[config.mk]
export PLATFORM = sky130hd
export DESIGN_NAME = btn_step_gen_flat
export DESIGN_NICKNAME = d
export VERILOG_FILES = /design/src/rtl/btn_step_gen_if.sv /design/src/rtl/btn_step_gen.sv /design/src/flat_wrapper.sv
export SDC_FILE = /design/constraint.sdc
export NUM_CORES = 1
export LEC_CHECK = 0
export ABC_CLOCK_PERIOD_IN_PS = 5600
export BUFFER_PORTS_ARGS = -buffer_cell sky130_fd_sc_hd__buf_2
export CORE_UTILIZATION = 60
export CTS_CLUSTER_DIAMETER = 80
export DETAILED_ROUTE_END_ITERATION = 7
export PLACE_DENSITY = 0.81
export RECOVER_POWER = 25
export SYNTH_ARGS = -nofsm -noshare
export SYNTH_HDL_FRONTEND = slang
export SYNTH_SLANG_ARGS = --single-unit
export TNS_END_PERCENT = 1
[constraint.sdc]
create_clock -name clk -period 5.6 [get_ports clk]
set_input_delay 1.12 -clock clk [delete_from_list [all_inputs] [get_ports clk]]
set_output_delay 1.12 -clock clk [all_outputs]
set_load 0.02 [all_outputs]
[src/rtl/btn_step_gen_if.sv]
// Button/step-pulse signal bundle between the button conditioner and its user.
// The design takes the slave side; the driver of the raw button takes master.
interface btn_step_gen_if;
  logic       i_btn;
  logic       o_rand_flag;
  logic       o_btn_level;
  logic [7:0] o_step_cnt;

  modport master (
    output i_btn,
    input  o_rand_flag,
    input  o_btn_level,
    input  o_step_cnt
  );

  modport slave (
    input  i_btn,
    output o_rand_flag,
    output o_btn_level,
    output o_step_cnt
  );
endinterface

[src/rtl/btn_step_gen.sv]
// Push-button conditioner: synchronise, debounce, then emit single-cycle step
// pulses with auto-repeat while held, plus an 8-bit count of issued pulses.
module btn_step_gen #(
  parameter int DEBOUNCE_CYCLES = 1_000_000,
  parameter int REPEAT_DELAY    = 25_000_000,
  parameter int REPEAT_PERIOD   = 5_000_000
) (
  input  logic           clk,
  input  logic           rst,
  btn_step_gen_if.slave  bus
);

  localparam int DB_W    = (DEBOUNCE_CYCLES > 1) ? $clog2(DEBOUNCE_CYCLES + 1) : 1;
  localparam int REP_MAX = (REPEAT_DELAY > REPEAT_PERIOD) ? REPEAT_DELAY : REPEAT_PERIOD;
  localparam int REP_W   = (REP_MAX > 1) ? $clog2(REP_MAX + 1) : 1;

  localparam logic [DB_W-1:0]  DB_LAST     = DB_W'(DEBOUNCE_CYCLES - 1);
  localparam logic [REP_W-1:0] DELAY_LAST  = REP_W'((REPEAT_DELAY > 0) ? REPEAT_DELAY - 1 : 0);
  localparam logic [REP_W-1:0] PERIOD_LAST = REP_W'(REPEAT_PERIOD - 1);

  typedef enum logic [1:0] {
    IDLE,
    HOLD_DELAY,
    HOLD_REPEAT,
    HOLD_WAIT
  } state_t;

  logic             sync1_q, sync1_d;
  logic             sync2_q, sync2_d;
  logic             db_level_q, db_level_d;
  logic [DB_W-1:0]  db_cnt_q, db_cnt_d;
  state_t           state_q, state_d;
  logic [REP_W-1:0] rep_cnt_q, rep_cnt_d;
  logic             flag_q, flag_d;
  logic [7:0]       step_cnt_q, step_cnt_d;
  logic             pulse;

  // Stage 1: two-flop synchroniser for the asynchronous button
  always_comb begin
    sync1_d = bus.i_btn;
    sync2_d = sync1_q;
  end

  // Stage 2: debouncer; level flips only after DEBOUNCE_CYCLES consecutive disagreements
  always_comb begin
    db_level_d = db_level_q;
    db_cnt_d   = '0;
    if (sync2_q != db_level_q) begin
      if (db_cnt_q == DB_LAST) begin
        db_level_d = ~db_level_q;
      end else begin
        db_cnt_d = db_cnt_q + DB_W'(1);
      end
    end
  end

  // Stage 3: press/auto-repeat FSM; release wins over a repeat due on the same cycle
  always_comb begin
    state_d   = state_q;
    rep_cnt_d = rep_cnt_q;
    pulse     = 1'b0;
    case (state_q)
      IDLE: begin
        rep_cnt_d = '0;
        if (db_level_q) begin
          pulse   = 1'b1;
          state_d = (REPEAT_DELAY == 0) ? HOLD_WAIT : HOLD_DELAY;
        end
      end
      HOLD_DELAY: begin
        if (!db_level_q) begin
          state_d   = IDLE;
          rep_cnt_d = '0;
        end else if (rep_cnt_q == DELAY_LAST) begin
          pulse     = 1'b1;
          rep_cnt_d = '0;
          state_d   = HOLD_REPEAT;
        end else begin
          rep_cnt_d = rep_cnt_q + REP_W'(1);
        end
      end
      HOLD_REPEAT: begin
        if (!db_level_q) begin
          state_d   = IDLE;
          rep_cnt_d = '0;
        end else if (rep_cnt_q == PERIOD_LAST) begin
          pulse     = 1'b1;
          rep_cnt_d = '0;
        end else begin
          rep_cnt_d = rep_cnt_q + REP_W'(1);
        end
      end
      HOLD_WAIT: begin
        if (!db_level_q) begin
          state_d   = IDLE;
          rep_cnt_d = '0;
        end
      end
      default: begin
        state_d   = IDLE;
        rep_cnt_d = '0;
      end
    endcase
  end

  // Stage 4: registered pulse and wrapping step counter
  always_comb begin
    flag_d     = pulse;
    step_cnt_d = step_cnt_q + {7'd0, pulse};
  end

  always_ff @(posedge clk) begin
    if (rst) begin
      sync1_q    <= 1'b0;
      sync2_q    <= 1'b0;
      db_level_q <= 1'b0;
      db_cnt_q   <= '0;
      state_q    <= IDLE;
      rep_cnt_q  <= '0;
      flag_q     <= 1'b0;
      step_cnt_q <= 8'd0;
    end else begin
      sync1_q    <= sync1_d;
      sync2_q    <= sync2_d;
      db_level_q <= db_level_d;
      db_cnt_q   <= db_cnt_d;
      state_q    <= state_d;
      rep_cnt_q  <= rep_cnt_d;
      flag_q     <= flag_d;
      step_cnt_q <= step_cnt_d;
    end
  end

  assign bus.o_rand_flag = flag_q;
  assign bus.o_btn_level = db_level_q;
  assign bus.o_step_cnt  = step_cnt_q;

endmodule

[src/flat_wrapper.sv]
// flat-port wrapper written by rule: the top's interface ports become plain ports
module btn_step_gen_flat 
#(
  parameter int DEBOUNCE_CYCLES = 1_000_000,
  parameter int REPEAT_DELAY    = 25_000_000,
  parameter int REPEAT_PERIOD   = 5_000_000
)
  (clk, rst, bus_i_btn, bus_o_rand_flag, bus_o_btn_level, bus_o_step_cnt);
  btn_step_gen_if bus_i ();
  input  logic clk;
  input  logic rst;
  input wire logic [$bits(bus_i.i_btn)-1:0] bus_i_btn;
  output wire logic [$bits(bus_i.o_rand_flag)-1:0] bus_o_rand_flag;
  output wire logic [$bits(bus_i.o_btn_level)-1:0] bus_o_btn_level;
  output wire logic [$bits(bus_i.o_step_cnt)-1:0] bus_o_step_cnt;
  assign bus_i.i_btn = bus_i_btn;
  assign bus_o_rand_flag = bus_i.o_rand_flag;
  assign bus_o_btn_level = bus_i.o_btn_level;
  assign bus_o_step_cnt = bus_i.o_step_cnt;
  btn_step_gen #(.DEBOUNCE_CYCLES(DEBOUNCE_CYCLES), .REPEAT_DELAY(REPEAT_DELAY), .REPEAT_PERIOD(REPEAT_PERIOD)) u_core (.clk(clk), .rst(rst), .bus(bus_i));
endmodule
# Word level (Yosys, flattened, before mapping)
# Cells that the tools add are included.
# word_totals
regBits	59
inputBits	3
output_inout_bits	10
elab_cells	46
# classes
addsub	3
n_eq_ne	11
mux	17
bitwise_logic	2
n_reduce_logical	5
# op_table
operator	count
25-bit two-way mux	5
25-bit case mux with 4 select lines	1
25-bit by 1-bit adder with 25-bit output (second input constant)	1
25-bit by 23-bit == test with 1-bit output (second input constant)	1
25-bit == test (second input constant)	1
20-bit by 1-bit adder with 20-bit output (second input constant)	1
20-bit == test (second input constant)	1
8-bit by 1-bit adder with 8-bit output	1
2-bit two-way mux	4
2-bit case mux with 3 select lines	1
1-bit two-way mux	5
2-bit == test (second input constant)	2
2-bit inequality test (second input constant)	2
3-bit inequality test (second input constant)	1
1-bit case mux with 3 select lines	1
3-bit AND reduction	1
3-bit OR reduction	1
2-bit by 1-bit == test with 1-bit output (second input constant)	1
2-bit logical NOT	1
2-bit by 1-bit inequality test with 1-bit output (second input constant)	1
1-bit inverter	2
2-bit AND reduction	1
2-bit OR reduction	1
1-bit inequality test	1

# Logic depth before layout (Yosys ltp)
# logic_depth
depth_word	5
depth_mapped	12
depth_no_buf	12

# Worst setup path after synthesis
# Ideal clock, no wire load.
# synth_timing
kind	reg-to-reg
startpoint	reg u_core.rep_cnt_q[7]
endpoint	reg u_core.step_cnt_q[5], in the netlist u_core.bus.o_step_cnt[5]
arrival_time_ns	2.126
slack_ns	3.347
path_stages_with_launch	12
path_cell_list	dfxtp_1 > or4b_1 > nor3_2 > nand4_2 > mux2i_1 > a21oi_1 > nor2_1 > ha_1 > and3_1 > nand3_1 > xor2_1 > nor2_1
# synth_via
elab_chain_len	5
elab_cells_between_ends	8
classes_between	add/sub: 1; eq/ne: 2; mux: 5
# synth_lines
element	line_no	source
from (decl)	btn_step_gen.sv:33	logic [REP_W-1:0] rep_cnt_q, rep_cnt_d;
from (signal assigned)	btn_step_gen.sv:128	rep_cnt_q <= rep_cnt_d;
25-bit by 23-bit == test with 1-bit output or 25-bit == test (tied branches)	btn_step_gen.sv:86, btn_step_gen.sv:74	
1-bit two-way mux, on equally long branches	btn_step_gen.sv:86, btn_step_gen.sv:74	
1-bit two-way mux, on equally long branches	btn_step_gen.sv:83, btn_step_gen.sv:71	
1-bit case mux with 3 select lines *	btn_step_gen.sv:62	case (state_q)
via u_core.flag_d	btn_step_gen.sv:34	logic flag_q, flag_d;
8-bit by 1-bit adder with 8-bit output *	btn_step_gen.sv:109	step_cnt_d = step_cnt_q + {7'd0, pulse};
to (signal assigned)	btn_step_gen.sv:130	step_cnt_q <= step_cnt_d;
to (decl)	btn_step_gen.sv:35	logic [7:0] step_cnt_q, step_cnt_d;
# The timed path passes the listed nets; every way through them passes the cells marked *.
# A chain may end at the register's enable or synchronous reset.

==> flow_metrics.env <==
export IMPL_hold_viol=0
export IMPL_io_buffers=12
export IMPL_num_vias=2378
export IMPL_total_leakage_power_nw=1.05
export IMPL_antennaDiodeCount=0
export IMPL_grt_pass1_vias=2120
export IMPL_via_per_inst=5.81
export IMPL_grt_pass1_wl_mm=9.10
export IMPL_synth_most_common_cell="dfxtp_1"
export IMPL_arrival_ps=3230
export IMPL_die_x_um=70.7
export IMPL_overflow=0
export IMPL_worst_setup_path_end_kind="flip-flop"
export IMPL_ir_worst_vdd_uv=224
export IMPL_htreeDepth=3
export IMPL_power_frac_comb_pct=1.7
export IMPL_syn_nets=354
export IMPL_drc=0
export IMPL_seqPwrFrac_pct=49.3
export IMPL_clkTransAtPathRegs_ps=70
export IMPL_maxSlewViolCount=0
export IMPL_slew_headroom_pct=25.3
export IMPL_finalPower_w=0.000857
export IMPL_start_kind="input port"
export IMPL_critPathRequiredTime_ps=5830
export IMPL_cp_cell_sequence="clkbuf_1 > nor3_1 > a22o_1 > inv_1 > o311ai_1"
export IMPL_worstSetupPathType="input port to flip-flop"
export IMPL_drive_gt1_share_pct=6.16
export IMPL_die_y_um=70.7
export IMPL_syn_area_per_cell_sq_um=8.28
export IMPL_clockPowerShare_pct=48.9
export IMPL_postCtsSetupBuffers=0
export IMPL_ios=13
export IMPL_cts_resized=0
export IMPL_synth_cells=342
export IMPL_seqCellArea_sq_um=1180
export IMPL_place_gp_congestion=0.794
export IMPL_yosysWarnings=0
export IMPL_p_int_w=0.000678
export IMPL_numCtsBuffers=9
export IMPL_synth_ff_type="dfxtp_1"
export IMPL_setup_viol=0
export IMPL_cts_tree="yes"
export IMPL_power_density_nw_per_um2=276
export IMPL_fp_row_count=24
export IMPL_drt_wl_total_mm=5.27
export IMPL_hp_class="flip-flop to flip-flop"
export IMPL_postRouteAntennaNets=0
export IMPL_worstMarginPinSlew_ps=1120
export IMPL_dpl_hpwl_mm=3.61
export IMPL_max_stage_delay_ps=920
export IMPL_clock_skew_ps=9.21
export IMPL_timing_fmax_ghz=0.333
export IMPL_clock_sinks=59
export IMPL_drt_iter0_drc=169
export IMPL_antenna_found_initial=0
export IMPL_seq_area_frac_synth_pct=41.7
export IMPL_cts_hold_buffers_added=0
export IMPL_fin_crit_sh_pct=53.6
export IMPL_multi_input_area_sq_um=1530
export IMPL_whs_ps=447
export IMPL_die_area_sq_um=5000
export IMPL_synth_area_leaders="dfxtp_1 (42%), nor2_1 (6.9%), nand3_1 (5.3%)"
export IMPL_drt_pass1_iterations=4
export IMPL_rsz0062_at_grt="false"
export IMPL_ctsLongestPathBuffers=2
export IMPL_coreArea_sq_um=4440
export IMPL_setup_tns_ps=0
export IMPL_yosys_area_top_type="dfxtp_1"
export IMPL_start_util_pct=63.7
export IMPL_status="finished, final reports clean"
export IMPL_fillers=373
export IMPL_synth_edf_count=0
export IMPL_grt_max_degree=39
export IMPL_area_growth_pct=9.41
export IMPL_synth_distinct_cells=44
export IMPL_synth_commonest_cells="dfxtp_1 (59), nor2_1 (52), nand3_1 (30)"
export IMPL_layout_nets=364
export IMPL_period_needed_ps=3000
export IMPL_grt_usage_pct=23.0
export IMPL_syn_cell_area_sq_um=2830
export IMPL_cts_root_buf="clkbuf_8"
export IMPL_synth_top_area_share_pct=41.7
export IMPL_cap_viol_max_count=0
export IMPL_clk_latency_ps=340
export IMPL_p_switching_w=0.000179
export IMPL_cp_max_fo=38
export IMPL_wl_per_cell_um=12.9
export IMPL_async_flop_share_pct=0
export IMPL_ys_seq_elements=59
export IMPL_switching_share_pct=20.9
export IMPL_slowest_stage="a22o_1"
==> state kept, by name, summed over array words and instances, names as in the netlist <==
name	flops
u_core.sync1_q	1
u_core.bus.o_step_cnt	8
u_core.bus.o_rand_flag	1
u_core.sync2_q	1
u_core.rep_cnt_q	25
u_core.state_q	2
u_core.bus.o_btn_level	1
u_core.db_cnt_q	20
==> layout make-up <==
cell class / instances / share of cell area [%]
clock inverter: 6 / 2.91
clock buffer: 10 / 4.12
inverter: 15 / 1.82
sequential: 59 / 38.1
multi-input combinational: 255 / 49.4
tap: 52 / 2.10
timing repair buffer: 12 / 1.57
==> worst paths after layout <==
check	depth (start not counted)	from	to	slack [ps]
max	5	rst	u_core.rep_cnt_q[23]	2600
min	1	u_core.db_cnt_q[0]	u_core.db_cnt_q[0]	450
max reg2reg	7	u_core.rep_cnt_q[0]	u_core.rep_cnt_q[13]	2840
min reg2reg	1	u_core.db_cnt_q[0]	u_core.db_cnt_q[0]	450
==> through the flow <==
step	utilization [%]	instance area [sq um]	setup slack, ps	std cells
5_1_grt	69.7	3100	2400	409
2_1_floorplan	-	2830	3350	342
4_1_cts	70.1	3120	2850	409
3_5_place_dp	65.2	2900	2500	393
6_report	69.7	3100	2600	409
3_3_place_gp	65.2	2900	2540	393
==> critical path: cells and delay by family <==
kind                   cells  cell delay [ps]
buffers and inverters      2              560
AOI/OAI and AO/OA          2             1240
and+or+nand+nor            1              300
==> cells by family after synthesis <==
group | count (synthesis) | share of synthesized area [%]
flops | 59 | 41.7
simple gates | 161 | 28.7
buf+inv | 28 | 4.06
mux | 3 | 1.06
fa+ha+maj | 9 | 3.98
xor+xnor | 28 | 8.66
compound gates | 54 | 11.8
==> cells in the final DEF, fill, tap and decap left out, types with 3 or more instances in the layout <==
cell type / count
clkbuf_1: 10
buf_2: 3
nand2_1: 24
xnor2_1: 12
nor3_1: 6
nor2b_1: 4
o21ai_0: 7
a31oi_1: 15
a41oi_1: 3
xor2_1: 16
nand3_1: 30
clkbuf_8: 9
a21oi_1: 17
and2_1: 3
ha_1: 9
dfxtp_1: 59
mux2i_1: 3
nand2b_1: 6
nor4_1: 5
inv_1: 15
nand4_1: 6
and3_1: 10
nor2_1: 52
==> per-layer routing <==
layer  global-route usage, %  vias up  share of wire (%)
li1                        -     1216                  -
met1                    28.7     1118                 49
met2                    37.7       35                 46
met3                    3.85        9                3.4
met4                    12.9        0                1.9
met5                       0        -                  0
==> power by group through the flow <==
stage,clock (W),sequential [W],combinational [W]
after floorplan,0,0.000432,0.0000118
after global placement,0,0.000432,0.0000143
after detailed placement,0,0.000432,0.0000146
after CTS,0.000431,0.000423,0.0000148
after global routing,0.000444,0.000423,0.0000165
final,0.000419,0.000423,0.0000147
(Power assumes the default switching activity.)
